### src/rtl/uart_tx_arbiter.sv
// Round-robin arbiter feeding a single UART serializer. One requester is
// granted per frame; the arbiter then supervises the serializer handshake
// (start seen via tx_ready falling, end via tx_ready rising again).
module uart_tx_arbiter #(
  parameter int unsigned NUM_REQ       = 4,
  parameter int unsigned START_TIMEOUT = 8
) (
  input  logic                 clk,
  input  logic                 rst,
  input  logic [NUM_REQ-1:0]   req,
  input  logic [8*NUM_REQ-1:0] req_data,
  output logic [NUM_REQ-1:0]   ack,
  input  logic                 tx_ready,
  output logic                 tx_start,
  output logic [7:0]           tx_data,
  output logic                 busy,
  output logic [1:0]           last_grant,
  output logic                 err,
  output logic [15:0]          frame_count
);

  localparam int unsigned TW = $clog2(START_TIMEOUT + 1);

  typedef enum logic [1:0] {
    S_IDLE,
    S_LAUNCH,
    S_WAIT_BUSY,
    S_WAIT_DONE
  } state_t;

  state_t               state_q, state_d;
  logic [NUM_REQ-1:0]   ack_q, ack_d;
  logic [7:0]           tx_data_q, tx_data_d;
  logic [1:0]           last_grant_q, last_grant_d;
  logic                 err_q, err_d;
  logic [15:0]          frame_count_q, frame_count_d;
  logic [TW-1:0]        timeout_q, timeout_d;

  logic                 win_found;
  logic [1:0]           win_idx;
  logic [1:0]           probe;
  logic [7:0]           win_byte;

  // Round-robin search starting just after the previous winner
  always_comb begin
    win_found = 1'b0;
    win_idx   = '0;
    probe     = '0;
    for (int unsigned k = 1; k <= NUM_REQ; k++) begin
      probe = last_grant_q + 2'(k);
      if (!win_found && req[probe]) begin
        win_found = 1'b1;
        win_idx   = probe;
      end
    end
    win_byte = req_data[{win_idx, 3'b000} +: 8];
  end

  // Next-state and register-update logic
  always_comb begin
    state_d       = state_q;
    ack_d         = '0;
    tx_data_d     = tx_data_q;
    last_grant_d  = last_grant_q;
    err_d         = err_q;
    frame_count_d = frame_count_q;
    timeout_d     = timeout_q;
    case (state_q)
      S_IDLE: begin
        if (win_found && tx_ready) begin
          state_d         = S_LAUNCH;
          tx_data_d       = win_byte;
          ack_d[win_idx]  = 1'b1;
          last_grant_d    = win_idx;
        end
      end
      S_LAUNCH: begin
        state_d   = S_WAIT_BUSY;
        timeout_d = '0;
      end
      S_WAIT_BUSY: begin
        if (!tx_ready) begin
          state_d = S_WAIT_DONE;
        end else begin
          timeout_d = timeout_q + TW'(1);
          if (timeout_q == TW'(START_TIMEOUT - 1)) begin
            err_d   = 1'b1;
            state_d = S_IDLE;
          end
        end
      end
      S_WAIT_DONE: begin
        if (tx_ready) begin
          state_d       = S_IDLE;
          frame_count_d = frame_count_q + 16'd1;
        end
      end
      default: state_d = S_IDLE;
    endcase
  end

  // State and datapath registers with synchronous reset
  always_ff @(posedge clk) begin
    if (rst) begin
      state_q       <= S_IDLE;
      ack_q         <= '0;
      tx_data_q     <= '0;
      last_grant_q  <= 2'd3;
      err_q         <= 1'b0;
      frame_count_q <= '0;
      timeout_q     <= '0;
    end else begin
      state_q       <= state_d;
      ack_q         <= ack_d;
      tx_data_q     <= tx_data_d;
      last_grant_q  <= last_grant_d;
      err_q         <= err_d;
      frame_count_q <= frame_count_d;
      timeout_q     <= timeout_d;
    end
  end

  // Strobes are masked while reset is asserted so an aborted frame emits nothing
  assign ack         = ack_q & {NUM_REQ{~rst}};
  assign tx_start    = (state_q == S_LAUNCH) & ~rst;
  assign tx_data     = tx_data_q;
  assign busy        = (state_q != S_IDLE);
  assign last_grant  = last_grant_q;
  assign err         = err_q;
  assign frame_count = frame_count_q;

endmodule

### config.mk
export PLATFORM = sky130hd
export DESIGN_NAME = uart_tx_arbiter
export DESIGN_NICKNAME = d
export VERILOG_FILES = /design/src/rtl/uart_tx_arbiter.sv
export SDC_FILE = /design/constraint.sdc
export NUM_CORES = 1
export LEC_CHECK = 0
export ABC_AREA = 1
export BUFFER_PORTS_ARGS = -buffer_cell sky130_fd_sc_hd__buf_4
export CAP_MARGIN = 20
export CORE_ASPECT_RATIO = 0.75
export CORE_MARGIN = 3
export CORE_UTILIZATION = 50
export CTS_CLUSTER_DIAMETER = 60
export CTS_CLUSTER_SIZE = 40
export DETAILED_ROUTE_END_ITERATION = 7
export GPL_TIMING_DRIVEN = 0
export PLACE_DENSITY_LB_ADDON = 0.05
export SLEW_MARGIN = 10
export SYNTH_ARGS = -nofsm -noshare
export SYNTH_HDL_FRONTEND = slang
export SYNTH_SLANG_ARGS = --single-unit
### constraint.sdc
create_clock -name clk -period 3.2 [get_ports clk]
set_input_delay 0.64 -clock clk [delete_from_list [all_inputs] [get_ports clk]]
set_output_delay 0.64 -clock clk [all_outputs]
set_load 0.005 [all_outputs]
==> results of run 1 <==
==> critical path: cells and delay by family <==
kind	cells	cell delay, ns
simple gates	1	0.12
buf+inv	3	0.84
==> final timing paths <==
kind	from	endpoint
max	rst	ack[3]
min	frame_count[15]	frame_count[15]
max reg2reg	last_grant[0]	tx_data[4]
min reg2reg	frame_count[15]	frame_count[15]
==> registers in the layout, summed over array words and instances (netlist names) <==
name	cells
ack_q	4
err	1
frame_count	16
last_grant	2
state_q	2
timeout_q	4
tx_data	8
==> per-layer routing <==
metal,wire [µm],share of wire
met1,2480,0.46
met2,2510,0.46
met3,415,0.076
met4,27,0.0050
met5,0,0
==> cell families (layout without fill, tap and decap cells) <==
logic type | count (synthesis) | after routing | synth area share
simple gates | 185 | 185 | 0.406
buf+inv | 55 | 133 | 0.113
compound gates | 42 | 42 | 0.107
flops | 37 | 37 | 0.349
xor+xnor | 3 | 3 | 0.0124
fa+ha+maj | 2 | 2 | 0.0118
==> layout make-up <==
class / instances / area share
well taps: 52 / 0.0230
clock inverters: 1 / 0.0106
repair buffers: 70 / 0.186
clock buffers: 7 / 0.0305
plain buffers: 12 / 0.0279
flip-flops and latches: 37 / 0.262
inverters: 43 / 0.0571
multi-input cells: 232 / 0.403
==> power breakdown <==
group,switching (mW),leakage (nW),total [mW],internal (mW)
combinational,0.898,0.933,1.48,0.586
sequential,0.0677,0.301,0.615,0.547
clock,0.163,0.0585,0.417,0.254
total,1.13,1.29,2.52,1.39
==> through the flow <==
| stage | instances | power, mW |
|---|---|---|
| finish | 454 | 2.52 |
| global route | 454 | 2.73 |
| CTS | 454 | 2.52 |
| detailed placement | 446 | 2.09 |
| global placement | 446 | 2.06 |
| floorplan | 324 | 1.70 |
==> synthesized netlist by cell type, types with 3 or more instances <==
library cell / n
nand2_1: 64
nor2_1: 44
inv_1: 40
dfxtp_1: 37
nand3_1: 31
o21ai_0: 21
a21oi_1: 16
nand4_1: 15
nor3_1: 11
nand2_2: 8
clkbuf_1: 4
buf_2: 3
buf_6: 3
inv_2: 3
nand3_2: 3
nor2_2: 3
xor2_1: 3
==> impl_metrics.env, run 1 <==
export IMPL_worst_path_max_fanout=10
export IMPL_crit_arrival_ns=1.61
export IMPL_cpMaxStageDelayCell="clkbuf_1"
export IMPL_ant_nets=0
export IMPL_cts_root_buffer="clkbuf_8"
export IMPL_cp_data_required_time_ns=2.56
export IMPL_ys_types=27
export IMPL_vias_per_cell=5.13
export IMPL_cts_resized=0
export IMPL_cts_max_path_buffers=2
export IMPL_final_common_cell="buf_4"
export IMPL_antenna_found_initial=0
export IMPL_hold_violations=0
export IMPL_drc=0
export IMPL_n_fill_cell=333
export IMPL_ys_seq_elements=37
export IMPL_num_vias=2329
export IMPL_clock_sinks=37
export IMPL_use_met2=0.363
export IMPL_post_cts_setup_buffer_count=0
export IMPL_reg2reg_depth=14
export IMPL_worst_pin_slew_ns=0.511
export IMPL_mostFrequentLayoutCells="buf_4 (72), nand2_1 (64), nor2_1 (44)"
export IMPL_holdPathStages=2
export IMPL_rsz0062_at_grt="false"
export IMPL_synth_cells=324
export IMPL_setup_slack_ns=0.952
export IMPL_design_die_area_mm2=0.00507
export IMPL_placed_area_mm2=0.00271
export IMPL_wl_um=5440
export IMPL_wl_per_cell_um=12.0
export IMPL_area_growth_pct=33.3
export IMPL_multi_input_area_mm2=0.00114
export IMPL_core_mm2=0.00387
export IMPL_port_buffers=70
export IMPL_hold_class="flip-flop to flip-flop"
export IMPL_worstSetupEndpointType="primary output"
export IMPL_min_period_over_period=0.703
export IMPL_ys_async_sr_fraction=0
export IMPL_stdcell_area_mm2=0.00283
export IMPL_grt_overflow=0
export IMPL_busiest_layer="met2"
export IMPL_timing_max_slew_rel_slack=0.659
export IMPL_min_period_ns=2.25
export IMPL_crit_chain="clkbuf_1, clkbuf_1, nor2_1, buf_4"
export IMPL_grt_use_met3=0.0605
export IMPL_synth_edf_count=0
export IMPL_dr_first_iter_drc_count=66
export IMPL_cts_hold_buf=0
export IMPL_dieWidth_um=81.2
export IMPL_status="complete, no violations"
export IMPL_drt_first_pass_iters=5
export IMPL_clkTransAtPathRegs_ns=0.07
export IMPL_crit_path_frequent_cell="clkbuf_1"
export IMPL_yosysTopAreaCell="dfxtp_1"
export IMPL_startpoint_type="primary input"
export IMPL_ys_flop_type="dfxtp_1"
export IMPL_syn_avg_cell_area_um2=6.55
export IMPL_r2r_slack_ns=1.25
export IMPL_grt_max_degree=12
export IMPL_fmax_mhz=445
export IMPL_die_h_um=62.4
export IMPL_detailed_place_hpwl_um=4230
export IMPL_nets=442
export IMPL_synth_top_area_share=0.349
export IMPL_pin_count=72
export IMPL_setup_violations=0
export IMPL_cpPeakStageDelay_ns=0.45
export IMPL_insertedDiodeCount=0
export IMPL_syn_nets=365
export IMPL_cts_buffers=5
export IMPL_crit_type="primary input to primary output"
export IMPL_core_rowCount=19
export IMPL_synth_area_top_cells="dfxtp_1 (35%), nand2_1 (11%), nor2_1 (7.8%)"
export IMPL_netlist_area_mm2=0.00212
export IMPL_grt_pass1_vias=2115
export IMPL_yosysWarnings=0
export IMPL_slew_violations=0
export IMPL_final_setup_skew_ns=0.00347
export IMPL_met1_usage=0.296
export IMPL_tritoncts="yes"
export IMPL_initial_core_util=0.548
export IMPL_grtUsageTotal=0.223
export IMPL_cts_max_level=2
export IMPL_drive_gt1_frac=0.261
export IMPL_final_setup_tns_ns=0
export IMPL_gp_congestion=0.812
export IMPL_ys_seq_area_frac=0.349
export IMPL_grt_pass1_wl_um=9230
export IMPL_finalHoldWorstSlack_ns=0.472
export IMPL_seqCellArea_um2=741
export IMPL_maxCapViolCount=0
export IMPL_final_core_util=0.730
export IMPL_p_leak_nw=1.29
export IMPL_max_vdd_ir_drop_v=0.000545
export IMPL_insertion_delay_ns=0.28
export IMPL_power_density_mw_per_mm2=890
export IMPL_place_ws_ns=0.929
(Power assumes the default switching activity.)
==> run 2, diff against run 1 <==
--- a/config.mk
+++ b/config.mk
@@ -10,7 +10,7 @@
 export CAP_MARGIN = 20
 export CORE_ASPECT_RATIO = 0.75
 export CORE_MARGIN = 3
-export CORE_UTILIZATION = 50
+export CORE_UTILIZATION = 45
 export CTS_CLUSTER_DIAMETER = 60
 export CTS_CLUSTER_SIZE = 40
 export DETAILED_ROUTE_END_ITERATION = 7
==> constraint.sdc (replaced) <==
create_clock -name clk -period 2 [get_ports clk]
set_input_delay 0.4 -clock clk [delete_from_list [all_inputs] [get_ports clk]]
set_output_delay 0.4 -clock clk [all_outputs]
set_load 0.005 [all_outputs]
==> run 2 against run 1 <==
Compared with the run above:
- clock power grew 20%
- final cell count up 1.3%
- via count decreased by 0.86%
- largest power group unchanged
- count of clock-buffer cells in the layout decreased by 1
- clock skew is 0.0017 ns higher
- utilization down 6.0 points
- flip-flop and latch count unchanged
- non-clock buffer count up 3
- die area grew 10%
==> impl_metrics.env, run 2 (synthesized netlist as in run 1, its figures left out) <==
export IMPL_status="complete, no violations"
export IMPL_pin_count=72
export IMPL_hold_start="req_data[17]"
export IMPL_worst_path_max_fanout=10
export IMPL_insertedDiodeCount=0
export IMPL_drc=0
export IMPL_final_cells=460
export IMPL_drt_first_pass_iters=4
export IMPL_design_die_area_mm2=0.00558
export IMPL_ant_nets=0
export IMPL_startpoint="rst"
export IMPL_wl_um=5540
export IMPL_setup_violations=0
export IMPL_cpMaxStageDelayCell="clkbuf_1"
export IMPL_power_density_mw_per_mm2=1400
export IMPL_num_vias=2309
export IMPL_clkTransAtPathRegs_ns=0.07
export IMPL_hold_class="primary input to flip-flop"
export IMPL_drive_gt1_frac=0.284
export IMPL_largest_reg_flops=16
export IMPL_r2r_start="frame_count[0]"
export IMPL_min_period_ns=1.81
export IMPL_reg2reg_depth=9
export IMPL_timing_max_slew_rel_slack=0.656
export IMPL_crit_chain="clkbuf_1, clkbuf_1, nor2_1, buf_4"
export IMPL_nets=445
export IMPL_crit_path_frequent_cell="clkbuf_1"
export IMPL_core_mm2=0.00428
export IMPL_fmax_mhz=553
export IMPL_grt_overflow=0
export IMPL_cts_buffers=5
export IMPL_post_place_cells=449
export IMPL_die_h_um=65.5
export IMPL_detailed_place_hpwl_um=4190
export IMPL_grt_max_degree=12
export IMPL_worstReg2RegEnd="frame_count[11]"
export IMPL_gp_congestion=0.827
export IMPL_port_buffers=70
export IMPL_setup_slack_ns=0.193
export IMPL_grt_pass1_wl_um=9050
export IMPL_final_setup_skew_ns=0.00519
export IMPL_worst_pin_slew_ns=0.516
export IMPL_cp_data_required_time_ns=1.60
export IMPL_r2r_slack_ns=0.19
export IMPL_placed_area_mm2=0.00272
export IMPL_cts_hold_buf=0
export IMPL_p_leak_nw=1.30
export IMPL_stdcell_area_mm2=0.00287
export IMPL_endpoint="ack[0]"
export IMPL_worstSetupEndpointType="primary output"
export IMPL_antenna_found_initial=0
export IMPL_finalHoldWorstSlack_ns=0.422
export IMPL_cts_max_level=2
export IMPL_mostFrequentLayoutCells="buf_4 (76), nand2_1 (63), nor2_1 (43)"
export IMPL_final_core_util=0.670
export IMPL_tritoncts="yes"
export IMPL_cts_max_path_buffers=2
export IMPL_vias_per_cell=5.02
export IMPL_crit_arrival_ns=1.41
export IMPL_crit_type="primary input to primary output"
export IMPL_dieWidth_um=85.3
export IMPL_grt_pass1_vias=2102
export IMPL_maxCapViolCount=0
export IMPL_slew_violations=0
export IMPL_grtUsageTotal=0.200
export IMPL_initial_core_util=0.496
export IMPL_place_ws_ns=0.0340
export IMPL_hold_violations=0
export IMPL_max_vdd_ir_drop_v=0.000885
export IMPL_cts_root_buffer="clkbuf_8"
export IMPL_final_setup_tns_ns=0
export IMPL_dr_first_iter_drc_count=96
export IMPL_wl_per_cell_um=12.0
export IMPL_cpPeakStageDelay_ns=0.46
export IMPL_final_common_cell="buf_4"
export IMPL_startpoint_type="primary input"
export IMPL_min_period_over_period=0.904
export IMPL_area_growth_pct=35.0
export IMPL_p_total_mw=4.02
export IMPL_clock_sinks=37
export IMPL_insertion_delay_ns=0.29
export IMPL_core_rowCount=20
[run 2: per-layer routing]
metal | track usage | share of wire | up-vias
met3 | 0.0589 | 0.062 | 2
met5 | 0 | 0 | -
met1 | 0.264 | 0.48 | 1039
met2 | 0.324 | 0.46 | 51
li1 | - | - | 1217
met4 | 0.0435 | 0.0042 | 0
[run 2: worst min-delay path by stage]
| stage | end | slack [ns] | depth (start not counted) |
|---|---|---|---|
| finish | tx_data[1] | 0.42 | 5 |
| global route | tx_data[1] | 0.44 | 5 |
| CTS | tx_data[2] | 0.42 | 5 |
| detailed placement | frame_count[15] | 0.46 | 2 |
| global placement | err | 0.45 | 2 |
| floorplan | timeout_q[0] | 0.45 | 1 |
[run 2: what timing repair did]
item / CTS / global route
endpoints found under the hold margin: 0 / 0
gates resized for setup: 0 / 15
setup buffers: 0 / 3
setup endpoints to repair: 0 / 15
[run 2: final cells by class]
| class | instances | area [µm²] |
|---|---|---|
| Clock inverter | 2 | 10.0 |
| Timing Repair Buffer | 73 | 548 |
| Fill cell | 403 | 1410 |
| Buffer | 12 | 86.3 |
| Clock buffer | 6 | 72.6 |
| Sequential cell | 37 | 747 |
| Multi-Input combinational cell | 232 | 1170 |
| Tap cell | 55 | 68.8 |
| Inverter | 43 | 164 |
[run 2: worst max-delay path: cells and delay by family]
| family | cells | cell delay, ns |
|---|---|---|
| AND/OR/NAND/NOR | 1 | 0.12 |
| buffers and inverters | 3 | 0.88 |
[run 2: where the power goes]
group / leakage (nW) / switching, mW / internal [mW]
registers: 0.301 / 0.114 / 0.885
logic: 0.952 / 1.47 / 1.05
clock network: 0.0450 / 0.260 / 0.241
total: 1.30 / 1.84 / 2.18
==> run 3, diff against run 2 <==
--- a/config.mk
+++ b/config.mk
@@ -15,7 +15,9 @@
 export CTS_CLUSTER_SIZE = 40
 export DETAILED_ROUTE_END_ITERATION = 7
 export GPL_TIMING_DRIVEN = 0
+export MAX_ROUTING_LAYER = met4
 export PLACE_DENSITY_LB_ADDON = 0.05
+export SETUP_SLACK_MARGIN = 0.5
 export SLEW_MARGIN = 10
 export SYNTH_ARGS = -nofsm -noshare
 export SYNTH_HDL_FRONTEND = slang
==> run 3 against run 2 <==
Compared with the run above:
- via count rose by 14%
- routed wire length rose by 34%
- worst setup slack got worse by 0.0019 ns
- power rose by 34%
- maximum frequency fell by 0.10%
- utilization rose by 16 points
- hold slack got worse by 0.019 ns
- largest cell class unchanged
- combinational power rose by 52%
- critical path type is now flip-flop to flip-flop
- count of clock-buffer cells in the layout fell by 1
- final cell count rose by 6.1%
- largest power group unchanged
==> impl_metrics.env, run 3 (synthesized netlist as in run 1, its figures left out) <==
export IMPL_vias_per_cell=5.40
export IMPL_grt_pass1_wl_um=10400
export IMPL_drt_first_pass_iters=5
export IMPL_ant_nets=0
export IMPL_grt_pass1_vias=2352
export IMPL_grtUsageTotal=0.238
export IMPL_cts_max_path_buffers=2
export IMPL_pin_count=72
export IMPL_clock_sinks=37
export IMPL_status="complete, no violations"
export IMPL_area_growth_pct=67.0
export IMPL_dieWidth_um=85.3
export IMPL_grt_overflow=0
export IMPL_rsz0062_at_grt="true"
export IMPL_r2r_slack_ns=0.19
export IMPL_stdcell_area_mm2=0.00354
export IMPL_design_die_area_mm2=0.00558
export IMPL_port_buffers=70
export IMPL_startpoint="last_grant[0]"
export IMPL_insertion_delay_ns=0.30
export IMPL_drive_gt1_frac=0.520
export IMPL_post_place_cells=449
export IMPL_cts_hold_buf=0
export IMPL_max_vdd_ir_drop_v=0.00143
export IMPL_mostFrequentLayoutCells="buf_4 (94), nand2_1 (43), inv_1 (34)"
export IMPL_grt_max_degree=13
export IMPL_p_total_mw=5.38
export IMPL_hold_start="rst"
export IMPL_hold_class="primary input to flip-flop"
export IMPL_cts_buffers=5
export IMPL_nets=473
export IMPL_final_cells=488
export IMPL_cts_max_level=2
export IMPL_final_setup_skew_ns=0.0100
export IMPL_worstSetupEndpointType="flip-flop"
export IMPL_hold_violations=0
export IMPL_drc=0
export IMPL_initial_core_util=0.496
export IMPL_clkTransAtPathRegs_ns=0.08
export IMPL_startpoint_type="flip-flop"
export IMPL_min_period_over_period=0.904
export IMPL_cts_root_buffer="clkbuf_8"
export IMPL_worst_path_max_fanout=7
export IMPL_slew_violations=0
export IMPL_maxCapViolCount=0
export IMPL_largest_reg_flops=16
export IMPL_min_period_ns=1.81
export IMPL_insertedDiodeCount=0
export IMPL_tritoncts="yes"
export IMPL_crit_arrival_ns=2.01
export IMPL_setup_violations=0
export IMPL_core_mm2=0.00428
export IMPL_num_vias=2634
export IMPL_p_leak_nw=1.63
export IMPL_core_rowCount=20
export IMPL_detailed_place_hpwl_um=4270
export IMPL_final_common_cell="buf_4"
export IMPL_cp_data_required_time_ns=2.20
export IMPL_wl_um=7440
export IMPL_antenna_found_initial=0
export IMPL_gp_congestion=0.834
export IMPL_power_density_mw_per_mm2=1520
export IMPL_n_fill_cell=279
export IMPL_crit_type="flip-flop to flip-flop"
export IMPL_placed_area_mm2=0.00279
export IMPL_final_setup_tns_ns=0
export IMPL_timing_max_slew_rel_slack=0.695
export IMPL_dr_first_iter_drc_count=145
export IMPL_wl_per_cell_um=15.2
export IMPL_die_h_um=65.5
export IMPL_fmax_mhz=553
export IMPL_worst_pin_slew_ns=0.457
export IMPL_r2r_start="last_grant[0]"
-- run 3: cell types whose count changed in the layout (fill, tap and decap cells not counted), sizes merged --
cell	change
buf	+30
inv	+1
clkbuf	-3
-- run 3: worst max-delay path: stages (launching register included) --
cell and delay (ns):
dfxtp_4 0.42, nand2_1 0.13, nand2_2 0.12, nand2_1 0.06, nand2_1 0.10, nand2_2 0.06, nand2_2 0.12, nor2_4 0.05
nand2_4 0.12, nand2_8 0.08, buf_6 0.14, nand3_2 0.06, nand3_2 0.07, nor2_1 0.12, nor2_1 0.05
-- run 3: timing repair --
action	4_1_cts	5_1_grt
pin swaps	24	43
cloned	1	2
resized for setup	45	78
buffers inserted	18	10
setup endpoints to repair	24	30
-- run 3: final timing paths --
path                                        end  cells past startpoint
worst max register to register       tx_data[2]                     14
worst max-delay path                 tx_data[2]                     14
worst min-delay path             frame_count[2]                      2
worst min register to register  frame_count[15]                      2
-- run 3: metal layers --
layer  global-route usage  share of wire  routed length, µm
met5                    -              0                  0
met1                0.306           0.43               3170
met2                0.390           0.49               3640
met3               0.0414          0.063                466
met4               0.0652          0.021                154
-- run 3: cell type report --
type	instances	area, µm²	area share
Sequential cell	37	773	0.218
Clock inverter	3	16.3	0.00459
Multi-Input combinational cell	232	1550	0.438
Buffer	12	103	0.0290
Clock buffer	5	68.8	0.0194
Timing Repair Buffer	101	790	0.223
Inverter	43	174	0.0491
Tap cell	55	68.8	0.0194
-- run 3: report_power, final --
| part | total (mW) | switching, mW | internal [mW] |
|---|---|---|---|
| clock | 0.528 | 0.286 | 0.242 |
| sequential | 1.02 | 0.132 | 0.892 |
| combinational | 3.83 | 2.15 | 1.68 |
-- run 3: stage by stage --
stage               hold WS, ns  utilization  setup WS [ns]
floorplan                 0.448            -          0.455
global placement          0.452        0.652          0.166
detailed placement        0.460        0.652          0.150
CTS                       0.397        0.740          0.262
global route              0.426        0.828          0.105
finish                    0.402        0.828          0.191
